### src/rtl/fetch_ctrl.sv
// Instruction fetch controller: sequential PC, 1-cycle ROM, 2-entry decode queue, halt/redirect.
// Define FETCH_CNT_EN to enable the delivered-instruction counter on fetch_cnt.
module fetch_ctrl #(
    parameter logic [31:0] RESET_PC = 32'h0000_0000
) (
    input  logic        clk,
    input  logic        reset,
    input  logic        redirect_valid,
    input  logic [31:0] redirect_pc,
    input  logic        halt,
    output logic        halted,
    output logic        irom_req,
    output logic [31:0] irom_adr,
    input  logic [31:0] irom_inst,
    output logic        out_valid,
    input  logic        out_ready,
    output logic [31:0] out_pc,
    output logic [31:0] out_pc4,
    output logic [31:0] out_inst,
    output logic [31:0] fetch_cnt
);

    typedef enum logic [1:0] {StRun, StDrain, StHalted} state_e;

    state_e      state_q, state_d;
    logic [31:0] fpc_q, fpc_d;
    logic [31:0] req_pc_q, req_pc_d;
    logic        inflight_q, inflight_d;
    logic [1:0]  cnt_q, cnt_d;
    logic [31:0] ent_pc_q   [2];
    logic [31:0] ent_pc_d   [2];
    logic [31:0] ent_inst_q [2];
    logic [31:0] ent_inst_d [2];

    logic [31:0] v_pc   [3];
    logic [31:0] v_inst [3];
    logic        resp;
    logic        pop;
    logic        issue;
    logic [2:0]  occ_next;
    logic        unused_rpc;

    assign unused_rpc = ^redirect_pc[1:0];

    // The returning response is appended behind the stored entries so it can be
    // presented the same cycle it arrives; a redirect suppresses it entirely.
    always_comb begin
        resp      = inflight_q & ~redirect_valid;
        v_pc[0]   = ent_pc_q[0];
        v_pc[1]   = ent_pc_q[1];
        v_pc[2]   = req_pc_q;
        v_inst[0] = ent_inst_q[0];
        v_inst[1] = ent_inst_q[1];
        v_inst[2] = irom_inst;
        if (resp && cnt_q == 2'd0) begin
            v_pc[0]   = req_pc_q;
            v_inst[0] = irom_inst;
        end else if (resp && cnt_q == 2'd1) begin
            v_pc[1]   = req_pc_q;
            v_inst[1] = irom_inst;
        end

        out_valid = (cnt_q != 2'd0) | resp;
        pop       = out_valid & out_ready;
        out_pc    = out_valid ? v_pc[0] : 32'h0;
        out_pc4   = out_valid ? v_pc[0] + 32'd4 : 32'h0;
        out_inst  = out_valid ? v_inst[0] : 32'h0;

        occ_next = {1'b0, cnt_q} + {2'b00, inflight_q} - {2'b00, pop};
        issue    = (state_q == StRun) & ~redirect_valid & ~reset & (occ_next < 3'd2);
        irom_req = issue;
        irom_adr = fpc_q;

        for (int i = 0; i < 2; i++) begin
            ent_pc_d[i]   = pop ? v_pc[i+1] : v_pc[i];
            ent_inst_d[i] = pop ? v_inst[i+1] : v_inst[i];
        end
        cnt_d = redirect_valid ? 2'd0 : cnt_q + {1'b0, resp} - {1'b0, pop};

        inflight_d = issue;
        req_pc_d   = issue ? fpc_q : req_pc_q;
        fpc_d      = fpc_q;
        if (redirect_valid) begin
            fpc_d = {redirect_pc[31:2], 2'b00};
        end else if (issue) begin
            fpc_d = fpc_q + 32'd4;
        end
    end

    always_comb begin
        state_d = state_q;
        case (state_q)
            StRun: begin
                if (halt) begin
                    state_d = inflight_q ? StDrain : StHalted;
                end
            end
            // ROM latency is fixed, so any outstanding response lands during DRAIN.
            StDrain:  state_d = halt ? StHalted : StRun;
            StHalted: state_d = halt ? StHalted : StRun;
            default:  state_d = StRun;
        endcase
        halted = (state_q == StHalted);
    end

    always_ff @(posedge clk or posedge reset) begin
        if (reset) begin
            state_q    <= StRun;
            fpc_q      <= RESET_PC;
            req_pc_q   <= 32'h0;
            inflight_q <= 1'b0;
            cnt_q      <= 2'd0;
            for (int i = 0; i < 2; i++) begin
                ent_pc_q[i]   <= 32'h0;
                ent_inst_q[i] <= 32'h0;
            end
        end else begin
            state_q    <= state_d;
            fpc_q      <= fpc_d;
            req_pc_q   <= req_pc_d;
            inflight_q <= inflight_d;
            cnt_q      <= cnt_d;
            for (int i = 0; i < 2; i++) begin
                ent_pc_q[i]   <= ent_pc_d[i];
                ent_inst_q[i] <= ent_inst_d[i];
            end
        end
    end

`ifdef FETCH_CNT_EN
    logic [31:0] fetch_cnt_q, fetch_cnt_d;

    always_comb begin
        fetch_cnt_d = fetch_cnt_q + {31'h0, pop};
    end

    always_ff @(posedge clk or posedge reset) begin
        if (reset) begin
            fetch_cnt_q <= 32'h0;
        end else begin
            fetch_cnt_q <= fetch_cnt_d;
        end
    end

    assign fetch_cnt = fetch_cnt_q;
`else
    assign fetch_cnt = 32'h0;
`endif

endmodule

### config.mk
export PLATFORM = sky130hd
export DESIGN_NAME = fetch_ctrl
export DESIGN_NICKNAME = d
export VERILOG_FILES = /design/src/rtl/fetch_ctrl.sv
export SDC_FILE = /design/constraint.sdc
export NUM_CORES = 1
export LEC_CHECK = 0
export BUFFER_PORTS_ARGS = -buffer_cell sky130_fd_sc_hd__clkbuf_2
export CELL_PAD_IN_SITES_DETAIL_PLACEMENT = 0
export CELL_PAD_IN_SITES_GLOBAL_PLACEMENT = 1
export CORE_MARGIN = 1
export CORE_UTILIZATION = 42
export DETAILED_ROUTE_END_ITERATION = 16
export PLACE_DENSITY = 0.92
export SYNTH_ARGS = -nofsm -noshare
export SYNTH_HDL_FRONTEND = slang
export SYNTH_SLANG_ARGS = --single-unit
### constraint.sdc
create_clock -name clk -period 6.6 [get_ports clk]
set_input_delay 0.66 -clock clk [delete_from_list [all_inputs] [get_ports clk]]
set_output_delay 0.66 -clock clk [all_outputs]
set_load 0.005 [all_outputs]
# Word level (Yosys, flattened, before mapping)
# Cells that the tools add are included.
# totals
register_bits	197
input_bits	69
output_inout_bits	163
word_cells	55
# classes
addsub	6
n_lt_le_gt_ge	1
eq_ne	4
muxes	20
n_bitwise	8
n_reduce_logical	7
# op_table
op	n
$mux 32	15
$add 32x3->32 const B	2
$mux 2	4
$and 1x1->1	5
$eq 2x1->1 const B	2
$logic_not 2->1	2
$pmux 2 s2	1
$reduce_bool 2->1	2
$add 2x1->3	1
$lt 3x2->1 const B	1
$sub 3x1->3	1
$add 2x1->2	1
$eq 2x2->1 const B	1
$logic_and 1x1->1	2
$ne 2x2->1 const B	1
$not 1->1	2
$reduce_or 2->1	1
$sub 2x1->2	1
$or 1x1->1	1

# Logic depth before layout (Yosys ltp)
# Gate-level depths: netlist of run 1.
# depth
word_depth	9
ltp_mapped	14
depth_no_buf	11

# Worst setup path after synthesis of run 1
# Ideal clock, no wire load.
# synth_timing
kind	input to output
startpoint	input port redirect_valid
endpoint	output port out_pc4[28]
t_arrival_ps	3339
required_ps	5940
setup_slack_ps	2601
path_stages	12
n_path_buf	3
cell_sequence	or4b_1 > buf_2 > buf_2 > clkbuf_1 > mux2i_1 > inv_1 > ha_1 > clkinv_1 > nor2_1 > a22oi_1 > nor4_1 > mux2_2
# synth_between
elab_chain_len	6
elab_cells_between_ends	7
cone_classes	add/sub: 1; mux: 2; bitwise: 3; reduce/logical: 1
# synth_rtl
item	line	rtl
start, declared	8	input logic redirect_valid,
$not 1->1 (*)	48	resp = inflight_q & ~redirect_valid;
$and 1x1->1 (*)	48	
$logic_and 1x1->1	55	if (resp && cnt_q == 2'd0) begin
$mux 32	55	
$add 32x3->32	66	out_pc4 = out_valid ? v_pc[0] + 32'd4 : 32'h0;
$mux 32 (*)	66	
end, declared	18	output logic [31:0] out_pc4,
# Every way passes the cells marked *; elsewhere a longest branch is shown, timed or not.

# Worst setup path in the final report of run 1
# layout_timing
startpoint	register cnt_q[1]
endpoint	output port irom_req
# layout_between
elab_chain_len	6
elab_cells_between_ends	7
cone_classes	add/sub: 2; order compare: 1; bitwise: 3; reduce/logical: 1
# layout_rtl
item	line	rtl
start, declared	29	logic [1:0] cnt_q, cnt_d;
start signal, assigned	122	cnt_q <= cnt_d;
$reduce_bool 2->1	63	out_valid = (cnt_q != 2'd0) | resp;
$or 1x1->1	63	
$and 1x1->1	64	pop = out_valid & out_ready;
$sub 3x1->3 (*)	69	occ_next = {1'b0, cnt_q} + {2'b00, inflight_q} - {2'b00, pop};
$lt 3x2->1 (*)	70	issue = (state_q == StRun) & ~redirect_valid & ~reset & (occ_next < 3'd2);
$and 1x1->1 (*)	70	
end, declared	12	output logic irom_req,
# Marks and branches as above.

==> results of run 1 <==
==> power by group <==
part / internal [uW] / total (uW) / switching, uW
sequential: 1680 / 2160 / 488
combinational: 899 / 1970 / 1080
clock: 507 / 1000 / 494
total: 3080 / 5140 / 2060
==> critical path, stage by stage (launching register included) <==
cell and delay, ns:
dfrtp_1 0.51, or2_2 0.41, o21ai_2 0.75, nor2_1 0.19, fa_1 0.61, nand4bb_1 0.21, or2_2 0.36, inv_1 0.30
clkbuf_2 0.18
==> layout make-up <==
cell class / instances / area share [%]
Sequential cell: 193 / 39.1
Inverter: 23 / 0.760
Timing Repair Buffer: 208 / 8.70
Clock buffer: 18 / 3.56
Tap cell: 330 / 3.35
Multi-Input combinational cell: 845 / 43.5
Clock inverter: 14 / 0.994
==> metrics by stage <==
stage	std cells	utilization, %	power [uW]
after CTS	1631	49.1	5150
after detailed placement	1599	46.9	4140
after global routing	1631	49.1	5470
after floorplan	1173	-	3420
final	1631	49.1	5140
after global placement	1599	46.9	4050
==> cell usage after synthesis, types with 2 or more instances <==
cell	n	share of area, %
nand2_1	205	7.2
dfrtp_1	193	45
nor2_1	71	2.5
mux2_2	65	6.8
a221o_1	59	5.5
nor2b_1	58	3.4
clkbuf_1	53	1.9
a21oi_1	50	2.3
buf_4	36	2.5
o21ai_0	35	1.6
mux2i_1	31	2.9
nand3_1	30	1.4
inv_1	21	0.74
nand4_1	21	1.2
and2_1	20	1.2
nor3_1	18	0.84
nor4_1	13	0.76
and3_1	12	0.70
buf_2	12	0.56
o311ai_0	10	0.82
xor2_1	10	0.82
buf_1	9	0.32
xnor2_1	9	0.74
a211oi_1	8	0.56
a31oi_1	8	0.47
o31a_1	8	0.65
ha_1	7	0.82
o211ai_1	7	0.49
o31ai_1	7	0.49
a22oi_1	5	0.35
and4_1	5	0.41
a31o_2	3	0.25
a32oi_1	3	0.25
a21o_1	2	0.14
and2_0	2	0.12
buf_6	2	0.21
clkinv_1	2	0.070
nand3b_1	2	0.14
nor4_4	2	0.40
o41ai_1	2	0.16
or2_2	2	0.12
or3_1	2	0.12
==> registers in the layout, summed over array words and instances, names as in the netlist <==
signal / count
ent_pc_q: 64
req_pc_q: 30
irom_adr: 30
ent_inst_q: 64
cnt_q: 2
state_q: 2
inflight_q: 1
==> placed cells by master, fill, tap and decap left out, types with 21 or more instances in the layout <==
| cell | n |
|---|---|
| dfrtp_1 | 193 |
| nand3_1 | 30 |
| a21oi_1 | 50 |
| clkbuf_2 | 195 |
| nand2_1 | 204 |
| o21ai_0 | 35 |
| nor2_1 | 68 |
| mux2i_1 | 30 |
| nand4_1 | 21 |
| mux2_2 | 65 |
| a221o_1 | 59 |
| conb_1 | 34 |
| nor2b_1 | 58 |
==> worst max-delay path by stage <==
stage               cells after the start            from     endpoint  slack (ns)
floorplan                               1           reset     cnt_q[0]        0.68
global placement                       13  redirect_valid  irom_adr[8]        2.18
detailed placement                     13  redirect_valid  irom_adr[8]        2.03
CTS                                     8        cnt_q[1]     irom_req        1.97
global route                            9        cnt_q[1]     irom_req        1.79
finish                                  8        cnt_q[1]     irom_req        2.00
==> routing by layer <==
metal	vias up	part of all wire (%)	global-route usage (%)
li1	4307	-	-
met1	4497	45	31.3
met2	386	46	34.3
met3	40	6.8	3.65
met4	0	2.3	7.98
met5	-	0	0
==> logic make-up (layout without fill, tap and decap cells) <==
| kind of cell | count (synthesis) | count (layout) |
|---|---|---|
| AOI/OAI and AO/OA | 217 | 217 |
| xor gates and xnor gates | 19 | 19 |
| adders and majority gates | 8 | 8 |
| buffers and inverters | 135 | 263 |
| DFF | 193 | 193 |
| muxes | 96 | 96 |
| other | 1 | 34 |
| and+or+nand+nor | 471 | 471 |
==> reports/qor.yml, run 1 <==
die:
  dieArea_sq_mm: 0.0261
  ios: 232
  start_util_pct: 42.6
  die_h_um: 162
  core_sq_mm: 0.0251
  die_w_um: 162
  rows: 58
final_layout:
  drive_gt1_share_pct: 25.1
  area_growth_syn_to_layout_pct: 15.3
  fill_cells: 2369
  diodes: 0
  final_area_sq_mm: 0.0123
  multi_input_area_sq_mm: 0.00537
  fin_nets: 1365
  register_area_sq_mm: 0.00483
timing:
  drv_slew: 0
  tightestPinTransition_ns: 1.04
  finClkSkew_ns: 0.00891
  fin_crit_sh_pct: 69.8
  setup_tns_ns: 0
  relSlewSlack_pct: 30.6
  grt_setup_unrepaired: "no"
  final_hold_viol_count: 0
  setup_slack_ns: 2.00
  min_period_ns: 4.60
  setup_viol: 0
  fmax_mhz: 217
  holdWs_ns: 0.420
pwr:
  ir_worst_vdd_uv: 184
  p_leak_uw: 0.00578
  powerDensity_mw_per_mm2: 416
yosys:
  synthAdderAreaFrac_pct: 1.01
  syn_area_per_cell_sq_um: 9.39
  synth_cells: 1140
  synth_top_family_by_area: "simple AND/OR/NAND/NOR gates"
  yosysSeqAreaShare_pct: 45.1
  syn-cell-area_sq_mm: 0.0107
  synth_edf_count: 0
  ys.flop_type: "dfrtp_1"
  synth_xor_area_share_pct: 1.56
  synth-simple-area-share_pct: 21.2
  synth-compound-area-share_pct: 15.0
  yosys_warnings: 0
  ys_ff_latch: 193
  yosysUniqueCellTypes: 62
  synth_mux_area_share_pct: 9.74
  ys_async_sr_fraction_pct: 100
cts:
  h-tree-depth: 4
  cts_buffer_depth: 2
  cts.sinks: 193
  cts-root-buf: "clkbuf_16"
  cts.reportedPaths.clkPinSlew_ns: 0.07
  holdBufCountCts: 0
  cts_tree: "built"
  cts_resized: 0
  postCtsSetupBuffers: 0
  clock_latency_ns: 0.43
  cts_made_buffers: 17
setup_path:
  reg2reg_slack_ns: 2.11
  cp-start-kind: "register"
  worst-path-max-fanout: 17
  reg2reg_to: "irom_adr[8]"
  crit_required_ns: 5.94
  path_class: "reg -> out"
  rr_startpoint: "cnt_q[1]"
  cp.arrival_ns: 3.94
  end_kind: "primary output"
  r2r_cells: 12
place:
  placed_cell_area_sq_mm: 0.0118
  gp_congestion: 0.860
  placement.io_buffers: 195
  dp_hpwl_um: 19300
  post-place-ws_ns: 2.03
global_routing:
  grt_usage_pct: 22.2
  globalRouteOverflowTotal: 0
  antenna_found_initial: 0
  grt_pass1_vias: 8538
  grt_max_degree: 127
  grt_pass1_wl_um: 46100
routing:
  dr.pass1.iters: 6
  drt-initial-drc-count: 741
  drc: 0
  vias_per_cell: 5.66
  postRouteAntennaNets: 0
  via_count: 9230
  wire_per_inst_um: 17.8
  wirelength_um: 29000
min_path:
  hold_class: "in -> async"
run_status:
  status: "finished clean"
flow_run:
  drv_cap: 0
(Power assumes the default switching activity.)
==> inputs of run 2 (changes only) <==
Settings changed: CORE_UTILIZATION 42 to 38, PLACE_DENSITY 0.92 to 0.88.
Clock period 6.6 ns to 3.9 ns, I/O delays scaled along.
==> reports/qor.yml, run 2 (synthesis gave the netlist of run 1 again) <==
final_layout:
  final_core_util_pct: 45.2  # -3.9 points
  fin_cells: 1686  # +3.4%
  layout_common_cells: "204 x nand2_1, 195 x clkbuf_2, 192 x dfrtp_1"
  final_common_cell: "nand2_1"
  fill_cells: 2731  # +15%
  multi_input_area_sq_mm: 0.00538  # +0.19%
  register_area_sq_mm: 0.00483  # about the same
  drive_gt1_share_pct: 25.7  # +0.55 points
  top_regs: "ent_inst_q: 64 flops, ent_pc_q: 64 flops"
  fin_nets: 1374  # +0.66%
  area_growth_syn_to_layout_pct: 17.2
  diodes: 0  # unchanged
place:
  post-place-ws_ns: 0.340  # -1.69 ns
  dp.cells: 1656  # +3.6%
  dp_hpwl_um: 20200  # +4.9%
  gp_congestion: 0.887  # +3.2%
  placement.io_buffers: 195  # unchanged
timing:
  setup_tns_ns: 0  # unchanged
  finClkSkew_ns: 0.0103  # +0.00144 ns
  grt_setup_unrepaired: "no"
  min_period_ns: 3.74
  tightestPinTransition_ns: 1.03  # -0.00170 ns
  relSlewSlack_pct: 30.8  # +0.18 points
  drv_slew: 0  # unchanged
  fmax_mhz: 267
  setup_slack_ns: 0.157  # -1.84 ns
  setup_viol: 0  # unchanged
  fin_crit_sh_pct: 96.0
  final_hold_viol_count: 0  # unchanged
setup_path:
  cp_slowest_cell: "or4b_4"
  worst-path-max-fanout: 8  # -9
  crit_buf_inv: 4  # +2
  cp-start-kind: "register"
  slowest_delay_ns: 0.58  # -0.17 ns
  crit_required_ns: 3.51  # -2.43 ns
  path_class: "reg -> out"
  crit_chain: "or4b_4, mux2i_1, inv_1, ha_2, clkinv_2, nor2_1, a22oi_1, buf_4, nor4_1, mux2_2, clkbuf_2"
  end_kind: "primary output"
  cp.arrival_ns: 3.35  # -0.59 ns
  cpLargestDelayFamily: "simple AND/OR/NAND/NOR gates"
routing:
  drc: 0  # unchanged
  wire_per_inst_um: 17.7  # -0.66%
  postRouteAntennaNets: 0  # unchanged
  wirelength_um: 29800  # +2.7%
  vias_per_cell: 5.46  # -3.5%
  via_count: 9204  # -0.28%
  dr.pass1.iters: 7  # +1
  drt-initial-drc-count: 698  # -5.8%
pwr:
  ir_worst_vdd_uv: 283  # +54%
  p_leak_uw: 0.00582  # +0.66%
  powerDensity_mw_per_mm2: 702  # +68%
  p_total_uw: 8800  # +71%
cts:
  postCtsSetupBuffers: 0  # unchanged
  clock_latency_ns: 0.44  # about the same
  cts.sinks: 193  # unchanged
  cts.reportedPaths.clkPinSlew_ns: 0.07  # about the same
  cts_tree: "built"
  cts-root-buf: "clkbuf_16"
  cts_made_buffers: 17  # unchanged
  h-tree-depth: 4  # unchanged
  cts_buffer_depth: 2  # unchanged
die:
  start_util_pct: 38.6  # -4.0 points
  die_h_um: 170  # +5.1%
  die_w_um: 170  # +5.1%
  core_sq_mm: 0.0277  # +10%
  dieArea_sq_mm: 0.0288  # +10%
  rows: 61  # +5.2%
  ios: 232  # unchanged
global_routing:
  grt_max_degree: 84  # -34%
  globalRouteOverflowTotal: 0  # unchanged
  grt_pass1_vias: 8684  # +1.7%
  grt_pass1_wl_um: 47600  # +3.4%
  grt_usage_pct: 20.9  # -1.3 points
  antenna_found_initial: 0  # unchanged
min_path:
  hold_class: "in -> async"
run_status:
  status: "finished clean"
flow_run:
  drv_cap: 0  # unchanged
==> run 2: cell count changes in the layout (fill, tap and decap cells not counted), moves of 2 or more <==
| cell | before | now |
|---|---|---|
| buf_4 | 13 | 17 |
| inv_8 | 4 | 0 |
| buf_12 | 0 | 3 |
| bufinv_16 | 0 | 2 |
| clkinv_2 | 1 | 3 |
==> run 2: cell type report <==
| type | count | share of cell area [%] |
|---|---|---|
| Timing Repair Buffer | 217 | 9.49 |
| Tap cell | 378 | 3.77 |
| Inverter | 23 | 0.729 |
| Clock inverter | 11 | 1.03 |
| Multi-Input combinational cell | 845 | 42.9 |
| Sequential cell | 193 | 38.5 |
| Clock buffer | 19 | 3.53 |
==> run 2: power by group <==
group          leakage [uW]  total [uW]  internal (uW)  switching (uW)
clock network      0.000276        1750            961             788
logic               0.00314        3390           1560            1840
registers           0.00241        3650           2840             814
total               0.00582        8800           5360            3440
==> run 2: worst register-to-register path: cells and delay by family (launching register included) <==
kind,cells,cell delay [ns]
and+or+nand+nor,5,1.65
AOI/OAI and AO/OA,4,0.76
DFF,1,0.49
adders and majority gates,1,0.46
buffers and inverters,1,0.06
==> run 2: stage by stage <==
stage | hold WS [ns] | area [sq um]
6_report | 0.111 | 12500
5_1_grt | 0.161 | 12500
4_1_cts | 0.116 | 12500
3_5_place_dp | 0.486 | 11900
3_3_place_gp | 0.472 | 11900
2_1_floorplan | 0.457 | 10800
==> run 2: per-layer routing <==
layer | track usage [%] | part of all wire [%] | vias up
li1 | - | - | 4324
met1 | 29.9 | 46 | 4492
met2 | 32.3 | 45 | 353
met3 | 3.52 | 7.0 | 35
met4 | 6.03 | 1.7 | 0
met5 | 0 | 0 | -
==> run 2: worst paths after layout <==
kind	slack (ns)	start	depth (start not counted)	to
setup / recovery	0.16	cnt_q[1]	11	out_pc4[28]
hold / removal	0.11	reset	2	irom_adr[4]
setup reg to reg	0.37	cnt_q[1]	11	irom_adr[5]
hold reg to reg	0.50	ent_pc_q[0]	2	ent_pc_q[0]
max in group asynchronous	2.89	reset	3	ent_inst_q[1]
min in group clk	0.16	redirect_pc[12]	2	irom_adr[12]
==> run 2: what timing repair did <==
| action | 4_1_cts | 5_1_grt |
|---|---|---|
| setup endpoints to repair | 1 | 16 |
| hold buffers | 0 | 0 |
| gates resized for setup | 1 | 6 |
| cloned | 0 | 0 |
